<file path="config.mk">
export PLATFORM = sky130hd
export DESIGN_NAME = mine_map_gen
export DESIGN_NICKNAME = d
export VERILOG_FILES = /design/src/rtl/mine_map_gen.sv
export SDC_FILE = /design/constraint.sdc
export NUM_CORES = 1
export LEC_CHECK = 0
export ABC_AREA = 1
export BUFFER_PORTS_ARGS = -buffer_cell sky130_fd_sc_hd__buf_4
export CAP_MARGIN = 5
export CORE_MARGIN = 4
export CORE_UTILIZATION = 52
export CTS_CLUSTER_DIAMETER = 120
export DETAILED_ROUTE_END_ITERATION = 10
export MAX_ROUTING_LAYER = met4
export PLACE_DENSITY = 0.77
export SLEW_MARGIN = 20
export SYNTH_ARGS = -nofsm -noshare
export SYNTH_HDL_FRONTEND = slang
export SYNTH_SLANG_ARGS = --single-unit
</file>
<file path="constraint.sdc">
create_clock -name clk -period 2.3 [get_ports clk]
set_input_delay 0.23 -clock clk [delete_from_list [all_inputs] [get_ports clk]]
set_output_delay 0.23 -clock clk [all_outputs]
set_load 0.02 [all_outputs]
</file>
<file path="src/rtl/mine_map_gen.sv">
// mine_map_gen: places NUM_MINES mines on a 64-cell map from a 16-bit LFSR,
// never on the latched safe cell, then pulses done and holds the map.
module mine_map_gen #(
  parameter int          NUM_MINES = 10,
  parameter logic [15:0] SEED      = 16'hACE1
) (
  input  logic        clk,
  input  logic        resetn,
  input  logic        start,
  input  logic [5:0]  safe_pos,
  output logic [63:0] mines,
  output logic        busy,
  output logic        done,
  output logic        valid
);
  typedef enum logic [1:0] {S_IDLE, S_PLACE, S_DONE} state_t;
  localparam logic [15:0] SEED_EFF = (SEED == 16'h0) ? 16'h0001 : SEED;
  state_t      state_q, state_d;
  logic [63:0] mines_q, mines_d;
  logic [5:0]  count_q, count_d;
  logic [15:0] lfsr_q, lfsr_d;
  logic [5:0]  safe_q, safe_d;
  logic        valid_q, valid_d;
  logic [5:0]  cand;
  logic        start_ok, accept, last;
  always_ff @(posedge clk or negedge resetn) begin
    if (!resetn) begin
      state_q <= S_IDLE;
      mines_q <= '0;
      count_q <= '0;
      lfsr_q  <= SEED_EFF;
      safe_q  <= '0;
      valid_q <= 1'b0;
    end else begin
      state_q <= state_d;
      mines_q <= mines_d;
      count_q <= count_d;
      lfsr_q  <= lfsr_d;
      safe_q  <= safe_d;
      valid_q <= valid_d;
    end
  end
  always_comb begin
    cand     = lfsr_q[5:0];
    start_ok = (state_q == S_IDLE) && start;
    accept   = (state_q == S_PLACE) && !mines_q[cand] && (cand != safe_q);
    last     = ({1'b0, count_q} + 7'd1) == 7'(NUM_MINES);
    state_d  = state_q;
    case (state_q)
      S_IDLE:  state_d = start ? S_PLACE : S_IDLE;
      S_PLACE: state_d = (accept && last) ? S_DONE : S_PLACE;
      default: state_d = S_IDLE;
    endcase
    safe_d  = start_ok ? safe_pos : safe_q;
    mines_d = start_ok ? '0 : (mines_q | (accept ? (64'd1 << cand) : 64'd0));
    count_d = start_ok ? '0 : count_q + {5'd0, accept};
    // LFSR runs only while placing so each game continues the sequence
    lfsr_d  = (state_q == S_PLACE) ?
              {lfsr_q[14:0], lfsr_q[15] ^ lfsr_q[13] ^ lfsr_q[12] ^ lfsr_q[10]} : lfsr_q;
    valid_d = start_ok ? 1'b0 : ((state_q == S_DONE) ? 1'b1 : valid_q);
  end
  always_comb begin
    mines = mines_q;
    busy  = state_q != S_IDLE;
    done  = state_q == S_DONE;
    valid = valid_q || done;
  end
endmodule

</file>
-- Word-level counts from Yosys, hierarchy flattened
Index checks and enable logic that the tools add are counted.
- register bits: 95
- output and inout bits: 67
- word-level logic and storage cells: 37
- add/sub/neg operators: 2
- order comparisons: 1
- equality and inequality tests: 4
- shifts and indexed selects: 1
- mux-type cells: 10
- bitwise gates (word level): 4
- reduce and logical (&&, ||, !) cells: 9
- operators by type and width (kind ; number):
    $mux 64 ; 2
    $or 64x64->64 ; 1
    $shl 1x6->64 const A ; 1
    $add 6x1->7 const B ; 1
    $eq 7x4->1 const B ; 1
    $lt 6x7->1 const B ; 1
    $add 6x1->6 ; 1
    $bmux 1 s6 ; 1
    $mux 6 ; 1
    $ne 6x6->1 ; 1
    $logic_and 1x1->1 ; 4
    $mux 1 ; 4
    $pmux 2 s2 ; 1
    $reduce_bool 2->1 ; 2
    $xor 1x1->1 ; 3
    $eq 2x1->1 const B ; 1
    $eq 2x2->1 const B ; 1
    $logic_not 2->1 ; 1
    $mux 2 ; 1
    $logic_not 1->1 ; 1
    $logic_or 1x1->1 ; 1

-- Logic depth before layout (Yosys ltp)
- depth after elaboration: 8
- gate-level depth with buffers: 18
- depth with buffers taken out: 16

-- Worst setup path before layout
OpenSTA, ideal clock, no wires.
- path type: reg2reg
- start point: reg lfsr_q[0]
- end point: reg count_q[4]
- library setup time: 0.124 ns
- arrival: 2.170 ns
- required time: 2.176 ns
- path slack: 0.007 ns
- stages on the path, launching flop included: 19
- period minus slack after synthesis: 2.293 ns
- cells stage by stage: dfstp_2 -> buf_4 -> buf_2 -> nand2_1 -> o21ai_0 -> nand2_1 -> nand3_1 -> nand3_1 -> nand3_1 -> nand3_1 -> buf_4 -> nand2_1 -> nor2_2 -> ha_1 -> ha_1 -> nand2_1 -> nor2_1 -> o21ai_0 -> a21oi_1
- word-level cells in the longest chain between the ends: 7
- elaborated cells on any way between the ends: 8
- classes of those cells: 1 x add/sub; 1 x eq/ne; 3 x mux; 3 x reduce/logical
- RTL lines (item ; RTL line ; text):
    start: declaration ; 21 ; logic [15:0] lfsr_q, lfsr_d;
    start signal: assignment ; 38 ; lfsr_q <= lfsr_d;
    $bmux 1 s6 ; 46 ; accept = (state_q == S_PLACE) && !mines_q[cand] && (cand != safe_q);
    $mux 1 (implied by the code) ; 46 ;
    $logic_not 1->1 ; 46 ;
    $logic_and 1x1->1 ; 46 ;
    $logic_and 1x1->1 (*) ; 46 ;
    $add 6x1->6 (*) ; 56 ; count_d = start_ok ? '0 : count_q + {5'd0, accept};
    $mux 6 (*) ; 56 ;
    via count_d[4] ; 20 ; logic [5:0] count_q, count_d;
    end signal: assignment ; 37 ; count_q <= count_d;
    end: declaration ; 20 ;
Mark *: on every way through the listed nets, which the timed path passes. The rest lies on a longest branch. The select of a mux whose other input is x is not followed.
A chain may end at the register's enable or synchronous reset.

-- Worst setup path after layout
- start point: reg lfsr_q[0]
- end point: reg count_q[5]
Same word-level chain as after synthesis.

==> summary.md <==
| Metric | Value |
|---|---|
| Status | `complete, but fails checks` |
| Failing checks | `setup timing` |
| Die Area | `11700 sq um` |
| DRT iter0 DRCs | `517` |
| Die Wd | `108 um` |
| Met3 WL | `1330 um` |
| Cell area after placement | `5900 sq um` |
| Antenna violations before repair | `0` |
| CP startpoint kind | `flip-flop` |
| TritonCTS buffer count | `9` |
| Detailed Routing Iterations Pass 1 | `5` |
| Final setup violation count | `52` |
| I/O pin count | `76` |
| Total global routing overflow | `0` |
| Largest net degree at the start of global routing | `65` |
| Hold WC Path Type | `in2reg` |
| Power per cell area | `437 nW/um^2` |
| Root buffer cell | `clkbuf_8` |
| #FFs+latches synth | `95` |
| NumNets Final | `776` |
| Drt drc | `0` |
| Dpl ws | `-0.155 ns` |
| Avg Vias per Cell | `5.79` |
| Worst path cell trace | `buf_8, buf_6, xor2_1, a21oi_1, nand3_1, nand2_1, inv_2, nand2_2, nor2_4, ha_4, nand3_2, nor2_1, nand2_1, o21ai_1, a21oi_1` |
| Maximum clock frequency | `402 MHz` |
| Switching Share | `0.213` |
| Post-Route WL | `16000 um` |
| Period utilization | `1.08` |
| RD Place Congestion | `0.956` |
| Vias in the first global route | `4889` |
| CTS tree | `done` |
| Max IR drop VDD | `412 uV` |
| Max stage delay on crit path | `0.69 ns` |
| Max-slew headroom | `0.572` |
| Chip height | `108 um` |
| CP top delay family | `simple AND/OR/NAND/NOR gates` |
| Cell Area, Synth | `5210 sq um` |
| Initial core utilization | `0.533` |
| CP endpoint kind | `flip-flop` |
| Global Route Usage Sum | `0.278` |
| Combinational share of power | `0.016` |
| Period minus WS final | `2.49 ns` |
| Sequential share of the synthesized area | `0.458` |
| Layout cells sized above 1 | `0.260` |
| Type of the worst setup path | `reg2reg` |
| Final antenna-violating net count | `0` |
| Switch Pwr | `0.615 mW` |
| Worst Skew | `0.0154 ns` |
| Tot Pwr | `2.89 mW` |
| RSZ-0062 raised after global routing | `yes` |
| Core Rows | `36` |
| Worst-path maximum fanout | `6` |
| Port-buffer cells | `75` |
| YS warnings | `0` |
| Syn Inst Count | `687` |
| Power share of the clock group | `0.406` |
| Arrival @ worst endpoint | `2.75 ns` |
| H-tree depth | `3` |
| Fin. max-slew vios | `0` |
| Maximum capacitance violations | `0` |
| Top Layer Used | `met4` |
| Ant diodes | `0` |
| Final worst slack | `-0.189 ns` |
| Pint | `2.27 mW` |
| Avg Synthesized Cell Area | `7.59 sq um` |
| Final instance area | `6610 sq um` |
| Critical-path top delay cell | `dfstp_2` |
| Clk sink count | `95` |
| Wire length on met1 | `6510 um` |
| Seq pwr share | `0.578` |
| Tightest Pin Transition | `0.642 ns` |
| P_leak | `3.18 nW` |
| Post-synth cell types | `26` |
| Clk Latency, worst-skew pair | `0.38 ns` |
| Met2 WL | `7610 um` |
| Commonest non-fill, non-tap cells in the layout | `103 x buf_4, 92 x inv_1, 86 x dfrtp_1, 84 x nand2_1, 74 x nor2_1` |
| Hpwl dp | `10200 um` |
| Clk buf depth | `2` |
| Commonest non-fill, non-tap cell in the layout | `buf_4` |
| Core area | `9770 sq um` |
| Syn nets | `698` |
| Critical Path RT | `2.56 ns` |
| CP bufs+invs | `3` |
| Final Hold Fails | `0` |
| First-pass GRT wire length | `24600 um` |
| Routed length per instance | `17.7 um` |
| Via count | `5232` |
| Area growth syn-to-layout | `26.8%` |
| Clock transition at the registers of the reported paths | `0.10 ns` |
final timing paths:
path	slack, ns	startpoint	to	cells past startpoint
max in group asynchronous	1.19	resetn	lfsr_q[5]$_DFFE_PN1P_	3
hold / removal	0.05	safe_pos[0]	safe_q[0]$_DFFE_PN0P_	3
setup / recovery	-0.19	lfsr_q[0]$_DFFE_PN1P_	count_q[5]$_DFF_PN0_	15
setup reg to reg	-0.19	lfsr_q[0]$_DFFE_PN1P_	count_q[5]$_DFF_PN0_	15
min in group asynchronous	0.38	resetn	mines[32]$_DFF_PN0_	2
hold reg to reg	0.47	lfsr_q[7]$_DFFE_PN1P_	lfsr_q[7]$_DFFE_PN1P_	2
what timing repair did:
action,4_1_cts,5_1_grt
buffers inserted,7,4
hold endpoints to repair,43,0
gates resized for setup,29,53
cloned,2,4
pin swaps,11,6
hold buffers,1,0
endpoints found under the setup margin,6,70
worst min-delay path, stage by stage:
cell	delay [ns]
buf_4	0.07
nand2_1	0.04
nand2_1	0.04
metrics by stage:
stage               setup TNS, ns  std cells  hold WS, ns   util
global route                -8.92        903       0.0613  0.676
floorplan                       0        687      -0.0656      -
CTS                         -1.54        895       0.0409  0.645
finish                      -3.29        903       0.0456  0.676
detailed placement         -0.370        869        0.266  0.603
global placement          -0.0638        869        0.250  0.603
state kept, by name (all words and copies together) (netlist names):
register and cells:
state_q 2, valid_q 1, safe_q 6, mines 64, count_q 6, lfsr_q 16
per-layer routing:
metal,GRT usage,vias up
li1,-,2421
met1,0.355,2477
met2,0.447,286
met3,0.0424,48
met4,0.110,0
met5,-,-
power by group through the flow:
| stage | registers [mW] | logic [mW] | clock network, mW |
|---|---|---|---|
| floorplan | 1.70 | 0.00000157 | 0 |
| global placement | 1.70 | 0.0466 | 0 |
| detailed placement | 1.70 | 0.0482 | 0 |
| CTS | 1.67 | 0.0495 | 1.18 |
| global route | 1.67 | 0.0540 | 1.26 |
| finish | 1.67 | 0.0468 | 1.17 |
area by class of cell:
| cell class | instances | area (sq um) |
|---|---|---|
| fill | 833 | 3170 |
| sequential | 95 | 2390 |
| multi-input combinational | 438 | 2370 |
| timing repair buffer | 122 | 1090 |
| inverter | 99 | 379 |
| clock buffer | 13 | 169 |
| tap | 133 | 166 |
| clock inverter | 3 | 40.0 |
cells in the mapped netlist, drive strengths merged:
| cell type | number | share of area |
|---|---|---|
| a21oi | 74 | 0.071 |
| buf | 35 | 0.047 |
| clkbuf | 21 | 0.015 |
| dfrtp | 87 | 0.42 |
| dfstp | 8 | 0.040 |
| ha | 2 | 0.0048 |
| inv | 99 | 0.071 |
| nand2 | 93 | 0.071 |
| nand3 | 46 | 0.048 |
| nand4 | 64 | 0.077 |
| nor2 | 86 | 0.062 |
| nor3 | 29 | 0.028 |
| nor4 | 5 | 0.0060 |
| o21ai | 32 | 0.031 |
| or2 | 1 | 0.0012 |
| xnor2 | 3 | 0.0050 |
| xor2 | 2 | 0.0034 |
kinds of logic after synthesis:
logic type,count (synthesis),synth area share
AND/OR/NAND/NOR,324,0.294
flip-flops,95,0.458
AO/OA/AOI/OAI,106,0.102
buffers and inverters,155,0.133
adder cells (fa/ha/maj),2,0.00480
XOR/XNOR,5,0.00840
Power figures use the tool's default switching activity.
